## config.mk

```make
export PLATFORM = sky130hd
export DESIGN_NAME = dff_bank_toggle_mon
export DESIGN_NICKNAME = d
export VERILOG_FILES = /design/src/rtl/dff_bank_toggle_mon.sv
export SDC_FILE = /design/constraint.sdc
export NUM_CORES = 1
export LEC_CHECK = 0
export CORE_UTILIZATION = 27
export DETAILED_ROUTE_END_ITERATION = 10
export PLACE_DENSITY = 0.52
export SYNTH_ARGS = -nofsm -noshare
export SYNTH_HDL_FRONTEND = slang
export SYNTH_SLANG_ARGS = --single-unit
```

## constraint.sdc

```tcl
create_clock -name clk -period 4.6 [get_ports clk]
set_clock_uncertainty 0.15 [all_clocks]
set_input_delay 0.46 -clock clk [delete_from_list [all_inputs] [get_ports clk]]
set_output_delay 0.46 -clock clk [all_outputs]
set_load 0.05 [all_outputs]
```

## src/rtl/dff_bank_toggle_mon.sv

```systemverilog
// D flip-flop bank with enable/sync clear and a per-edge toggle (Hamming distance) monitor.
// A small FSM accumulates toggles over a 2**WIN_LOG2-edge window and holds the result until accepted.
//
// state   | meaning
// IDLE    | waiting for start; last window result retained
// MEASURE | accumulating hd_nxt for N edges after the start edge
// HOLD    | result valid, waiting for win_ready
module dff_bank_toggle_mon #(
  parameter int               WIDTH    = 8,
  parameter int               CNT_W    = 16,
  parameter int               WIN_LOG2 = 4,
  parameter logic [WIDTH-1:0] RST_VAL  = '0,
  localparam int              HDW      = $clog2(WIDTH + 1)
) (
  input  logic             clk,
  input  logic             rst_n,
  input  logic [WIDTH-1:0] d,
  input  logic             en,
  input  logic             srst,
  output logic [WIDTH-1:0] q,
  output logic [HDW-1:0]   hd_now,
  input  logic             start,
  output logic             busy,
  output logic [CNT_W-1:0] win_sum,
  output logic             win_sat,
  output logic             win_valid,
  input  logic             win_ready
);

  // Sum is evaluated one bit wider than its widest operand so the clip is detectable.
  localparam int SW = ((CNT_W > HDW) ? CNT_W : HDW) + 1;
  localparam logic [SW-1:0] SUM_MAX = {{(SW-CNT_W){1'b0}}, {CNT_W{1'b1}}};

  typedef enum logic [1:0] {
    IDLE    = 2'd0,
    MEASURE = 2'd1,
    HOLD    = 2'd2
  } state_t;

  state_t              state;
  logic [WIN_LOG2-1:0] cnt;
  logic [WIDTH-1:0]    q_nxt;
  logic [WIDTH-1:0]    diff;
  logic [HDW-1:0]      hd_nxt;
  logic [SW-1:0]       sum_ext;
  logic                sum_clip;
  logic [CNT_W-1:0]    sum_sat;
  logic                cnt_last;

  always_comb begin
    q_nxt = srst ? RST_VAL : (en ? d : q);
    diff  = q ^ q_nxt;
  end

  always_comb begin
    hd_nxt = '0;
    for (int i = 0; i < WIDTH; i++) begin
      hd_nxt = hd_nxt + HDW'(diff[i]);
    end
  end

  always_comb begin
    sum_ext  = SW'(win_sum) + SW'(hd_nxt);
    sum_clip = (sum_ext > SUM_MAX);
    sum_sat  = sum_clip ? {CNT_W{1'b1}} : sum_ext[CNT_W-1:0];
    cnt_last = (cnt == {WIN_LOG2{1'b1}});
  end

  always_ff @(posedge clk or negedge rst_n) begin
    if (!rst_n) begin
      q      <= RST_VAL;
      hd_now <= '0;
    end else begin
      q      <= q_nxt;
      hd_now <= hd_nxt;
    end
  end

  always_ff @(posedge clk or negedge rst_n) begin
    if (!rst_n) begin
      state     <= IDLE;
      busy      <= 1'b0;
      win_valid <= 1'b0;
      win_sum   <= '0;
      win_sat   <= 1'b0;
      cnt       <= '0;
    end else begin
      case (state)
        IDLE: begin
          if (start) begin
            state   <= MEASURE;
            busy    <= 1'b1;
            win_sum <= '0;
            win_sat <= 1'b0;
            cnt     <= '0;
          end
        end
        MEASURE: begin
          win_sum <= sum_sat;
          if (sum_clip) win_sat <= 1'b1;
          cnt <= cnt + 1'b1;
          if (cnt_last) begin
            state     <= HOLD;
            win_valid <= 1'b1;
          end
        end
        HOLD: begin
          if (win_ready) begin
            state     <= IDLE;
            busy      <= 1'b0;
            win_valid <= 1'b0;
          end
        end
        default: begin
          state     <= IDLE;
          busy      <= 1'b0;
          win_valid <= 1'b0;
        end
      endcase
    end
  end

endmodule

```

Word-level counts from Yosys, hierarchy flattened
Index checks and enable logic that the tools add are counted.

cells by class
  add/subtract/negate cells = 9
  order comparisons = 1
  equality and inequality tests = 7
  mux-type cells = 19
  bitwise logic cells = 3
  reduce and logical (&&, ||, !) cells = 7

operators by type and width
  cell                                                   count
  2-to-1 mux 16 bit                                      2
  case mux 16 bit (2 select lines)                       1
  adder 16 x 4 -> 17 bit                                 1
  > comparator 17 x 16 -> 1 bit (second input constant)  1
  adder 4 x 1 -> 4 bit                                   4
  2-to-1 mux 8 bit                                       2
  AND reduction 3 bit                                    4
  != test 2 bit (second input constant)                  4
  case mux 4 bit (2 select lines)                        1
  XOR 8 bit                                              1
  2-to-1 mux 2 bit                                       3
  case mux 1 bit (3 select lines)                        2
  case mux 2 bit (3 select lines)                        1
  2-to-1 mux 1 bit                                       5
  adder 3 x 1 -> 4 bit                                   1
  adder 4 x 1 -> 4 bit (second input constant)           1
  equality test 4 bit (second input constant)            1
  2-to-1 mux 4 bit                                       1
  adder 2 x 1 -> 3 bit                                   1
  adder 1 x 1 -> 2 bit                                   1
  equality test 2 x 1 -> 1 bit (second input constant)   1
  equality test 2 bit (second input constant)            1
  zero test 2 bit                                        1
  inverter 1 bit                                         2
  3 further kinds                                        3

storage, ports and cells
  flip-flop bits (word level) = 37
  input port bits = 14
  word-level logic and storage cells = 54

Depth between registers and ports, before layout
  depth in word-level cells = 14
  gate-level depth with buffers = 17
  depth with buffers taken out = 16

Least setup slack after synthesis
No wires, ideal clock.

  path kind = register to register
  from = register q[0]
  to = register win_sum[11]
  setup time = 67 ps
  arrival = 4734 ps
  required time = 4383 ps
  setup slack = -352 ps
  cell stages (with the launch flop) = 16
  buffers on the path = 0
  period minus slack after synthesis = 4952 ps
  path through = dfrtp_1 -> nor2_1 -> mux2_2 -> a22o_1 -> fa_1 -> fa_1 -> inv_1 -> fa_1 -> inv_1 -> ha_1 -> fa_1 -> ha_1 -> a211o_1 -> a21oi_2 -> mux2_2 -> nand2_1

between the ends
  word-level cells in the longest chain between the ends = 14

RTL lines
  what                                   RTL line  text
  start: declaration                     20        output logic [WIDTH-1:0] q,
  start signal: assignment               74        q <= q_nxt;
  2-to-1 mux 8 bit (2 in a row)          51        q_nxt = srst ? RST_VAL : (en ? d : q);
  XOR 8 bit (*)                          52        diff = q ^ q_nxt;
  adder 1 x 1 -> 2 bit (*)               58        hd_nxt = hd_nxt + HDW'(diff[i]);
  adder 2 x 1 -> 3 bit (*)               58
  adder 3 x 1 -> 4 bit (*)               58
  adder 4 x 1 -> 4 bit (*) (4 in a row)  58
  net hd_nxt[1]                          44        logic [HDW-1:0] hd_nxt;
  adder 16 x 4 -> 17 bit (*)             63        sum_ext = SW'(win_sum) + SW'(hd_nxt);
  > comparator 17 x 16 -> 1 bit          64        sum_clip = (sum_ext > SUM_MAX);
  2-to-1 mux 16 bit (*)                  65        sum_sat = sum_clip ? {CNT_W{1'b1}} : sum_ext[CNT_W-1:0];
  case mux 16 bit (2 select lines) (*)   88        case (state)
  end signal: assignment                 99        win_sum <= sum_sat;
  end: declaration                       24        output logic [CNT_W-1:0] win_sum,

The timed path passes the listed nets; every way through them passes the cells marked *.
A chain may end at the register's enable or synchronous reset.

Worst setup path in the final report
  from = input port d[0]
  to = register win_sum[11]

between the ends
  word-level cells in the longest chain between the ends = 14

RTL lines
  what                                   RTL line  text
  start: declaration                     17        input logic [WIDTH-1:0] d,
  2-to-1 mux 8 bit (*) (2 in a row)      51
  XOR 8 bit (*)                          52
  adder 1 x 1 -> 2 bit (*)               58
  adder 2 x 1 -> 3 bit (*)               58
  adder 3 x 1 -> 4 bit (*)               58
  adder 4 x 1 -> 4 bit (*) (4 in a row)  58
  net hd_nxt[1]                          44
  adder 16 x 4 -> 17 bit (*)             63
  > comparator 17 x 16 -> 1 bit          64
  2-to-1 mux 16 bit (*)                  65
  case mux 16 bit (2 select lines) (*)   88

Marked as above.

==> metrics.txt <==
Worst EP arrival 4.69 ns; Rows 32; Worst Setup End Kind register; CP required 4.68 ns; WS Path Type input port to register; GR Layer Usage met3 roughly 3.8%; buffers and inverters on the worst path 3; DRT antenna net count 0; Total GRT Usage ~15%; Hold Crit Class input port to asynchronous set/reset pin; share of cells above drive strength 1 25.7%; gate count after technology mapping around 220; Startpoint Class input port; Placer Congestion ~0.84; WL/cell 15.0 um; max_cap viols 0; CP max stage cell fa_2; slew margin rel. about 42%; Critical Path Max Stage Delay roughly 0.57 ns; Vias roughly 2.0k; CTS Hold Bufs 0; Pwr Density between 500 and 600 nW/um2; synth unique cells 50; TritonCTS Buffers 5; Port-buffer cells 44; area occupied by multi-input gates ~1400 um2; CTS Buffer Depth 2; Post-synth EDFFs 0; RSZ-0062 raised after global routing true; final worst path period need ~4.6 ns; Yosys reg bits 37; Place WS -0.707 ns; CP startpoint d[0]; nets between 300 and 400; syn nets between 200 and 250; vias in the first global route between 1.5k and 2k; Post-Syn Area per Cell ~10 um2; overflow left after global routing 0; Setup WS post-layout -0.00564 ns; first-pass GRT wire length just under 10000 um; family with the most delay on the worst path adder cells; Post-DP HPWL between 3000 and 4000 um; routed wire length 5900 um; largest fanout on the critical path 5; Slew Viols, Final 0; Seq/Total Area, Yosys 41.7%; mean number of vias per cell around 5; Least-Margin Pin Slew just under 0.9 ns; Core ar. a little under 8000 um2; mapped cell area between 2000 and 2500 um2; largest net degree at the start of global routing 38; sequential cell area roughly 930 um2; starting density of the core between 20% and 30%; met1 usage between 20% and 30%; GRT met2 Usage a little over a fifth; # IOs 45; period utilization 100%; Synth top area share about two fifths; Reg clk slew, reported paths around 0.080 ns; Layout area overhead 45.1%; Clock Latency Late Sink 0.29 ns; setup TNS -0.00564 ns; Synth area leaders dfrtp_1, ha_1, fa_1; failing checks negative setup slack; worst vdd ir 0.000251 V; Fin. Hold Viols 0; Die H between 90 and 100 um; DRC 0; # clock sinks 37; CTS Root Cell clkbuf_8; fillers about 810; reg2reg start q[3]; placed cell area between 2000 and 3000 um2; Synthesis Warnings 0; status complete, but fails checks; CTS tree yes; die area approximately 8600 um2; CP dominant cell by count fa_1; post-synth top area cell dfrtp_1; worst path cell trace dlygate4sd2_1, mux2_2, a22o_1, fa_1, fa_1, inv_2, fa_1, inv_1, ha_2, fa_2, ha_1, a211o_1, a21oi_4, mux2_4, nand2_1; Synth Flop Type dfrtp_1; fmax about 220 MHz; final setup fails 1; n_diodes 0; Iteration-0 DRC Markers 99; Finished Cell Area 3220 um2; Pre-antenna DRT Iters 4; Die X between 90 and 100 um; LEAKAGE around 1.4 nW; Max H-tree Level 2; GRT busiest layer met2; fraction of registers with async set/reset 100%; initial antenna violation count 0
[cells in the final DEF (no fill, tap or decap), types with 7 or more instances in the layout]
cell type and n:
clkdlybuf4s50_1 38, dfrtp_1 34, buf_4 27, nand2_1 17, nor2_1 16, nand3_1 15, mux2i_1 9, o21ai_0 8
inv_1 8, o211ai_1 7
[layout make-up]
type / count / area share, %
Multi-Input combinational cell: 164 / 42.2
Sequential cell: 37 / 28.8
Timing Repair Buffer: 74 / 21.4
Tap cell: 102 / 3.96
Clock buffer: 6 / 2.25
Inverter: 9 / 1.05
Clock inverter: 2 / 0.311
[routing by layer]
metal | wire (um) | up-vias | part of all wire (%)
li1 | - | 950 | -
met1 | 2810 | 963 | 48
met2 | 2700 | 53 | 46
met3 | 331 | 7 | 5.6
met4 | 54 | 0 | 0.92
met5 | 0 | - | 0
[synth_stat cells (5+ instances only)]
cell type / number
inv_1: 9
mux2_2: 8
a22o_1: 5
o21ai_0: 8
o211ai_1: 7
dfrtp_1: 37
nor2_1: 17
mux2i_1: 9
o311ai_1: 6
fa_1: 5
ha_1: 9
nand3_1: 16
nand2_1: 19
a21oi_1: 8
[power by group]
group	total (mW)	switching [mW]	internal (mW)
clock network	0.227	0.121	0.105
logic	0.989	0.571	0.418
registers	0.503	0.0939	0.409
[worst reg2reg max path, delay by kind of cell (launching register included)]
family	cells	cell delay (ns)
muxes	2	0.59
DFF	1	0.43
adders and majority gates	6	2.45
and+or+nand+nor	1	0.05
buffers and inverters	2	0.08
AOI/OAI and AO/OA	3	0.78
[path summary, 6_finish.rpt]
check,endpoint,slack [ns],cells after the start
worst max-delay path,win_sum[11],-0.006,15
worst min-delay path,q[2],0.13,1
worst max register to register,win_sum[11],0,14
worst min register to register,win_sat,0.33,2
max in group asynchronous,q[3],3.57,1
min in group clk,win_sat,0.33,2
[state kept, by name, summed over array words and instances (netlist names)]
name and flops:
win_sum 16, q 8, cnt 4, hd_now 4
state 2, busy 1, win_sat 1, win_valid 1
[through the flow]
stage | hold slack (ns) | power [mW] | utilization [%] | cells
2_1_floorplan | 0.0144 | 1.10 | - | 219
3_3_place_gp | 0.310 | 1.39 | 37.5 | 376
3_5_place_dp | 0.317 | 1.40 | 37.5 | 376
4_1_cts | 0.149 | 1.65 | 38.9 | 386
5_1_grt | 0.192 | 1.85 | 41.1 | 394
6_report | 0.131 | 1.72 | 41.1 | 394
[logic make-up (layout without fill, tap and decap cells)]
group                      Yosys count  after routing  synth area share [%]
AOI/OAI and AO/OA                   55             56                  18.6
xor gates and xnor gates             3              3                  1.18
adders and majority gates           14             14                  9.58
buffers and inverters               19             91                  3.44
DFF                                 37             37                  41.7
muxes                               17             17                  8.11
and+or+nand+nor                     74             74                  17.4
[timing repair]
| action | 4_1_cts | 5_1_grt |
|---|---|---|
| cloned | 0 | 2 |
| setup endpoints to repair | 17 | 17 |
| pin swaps | 9 | 13 |
| buffers inserted | 2 | 6 |
| gates resized for setup | 10 | 19 |
Power figures use the tool's default switching activity.
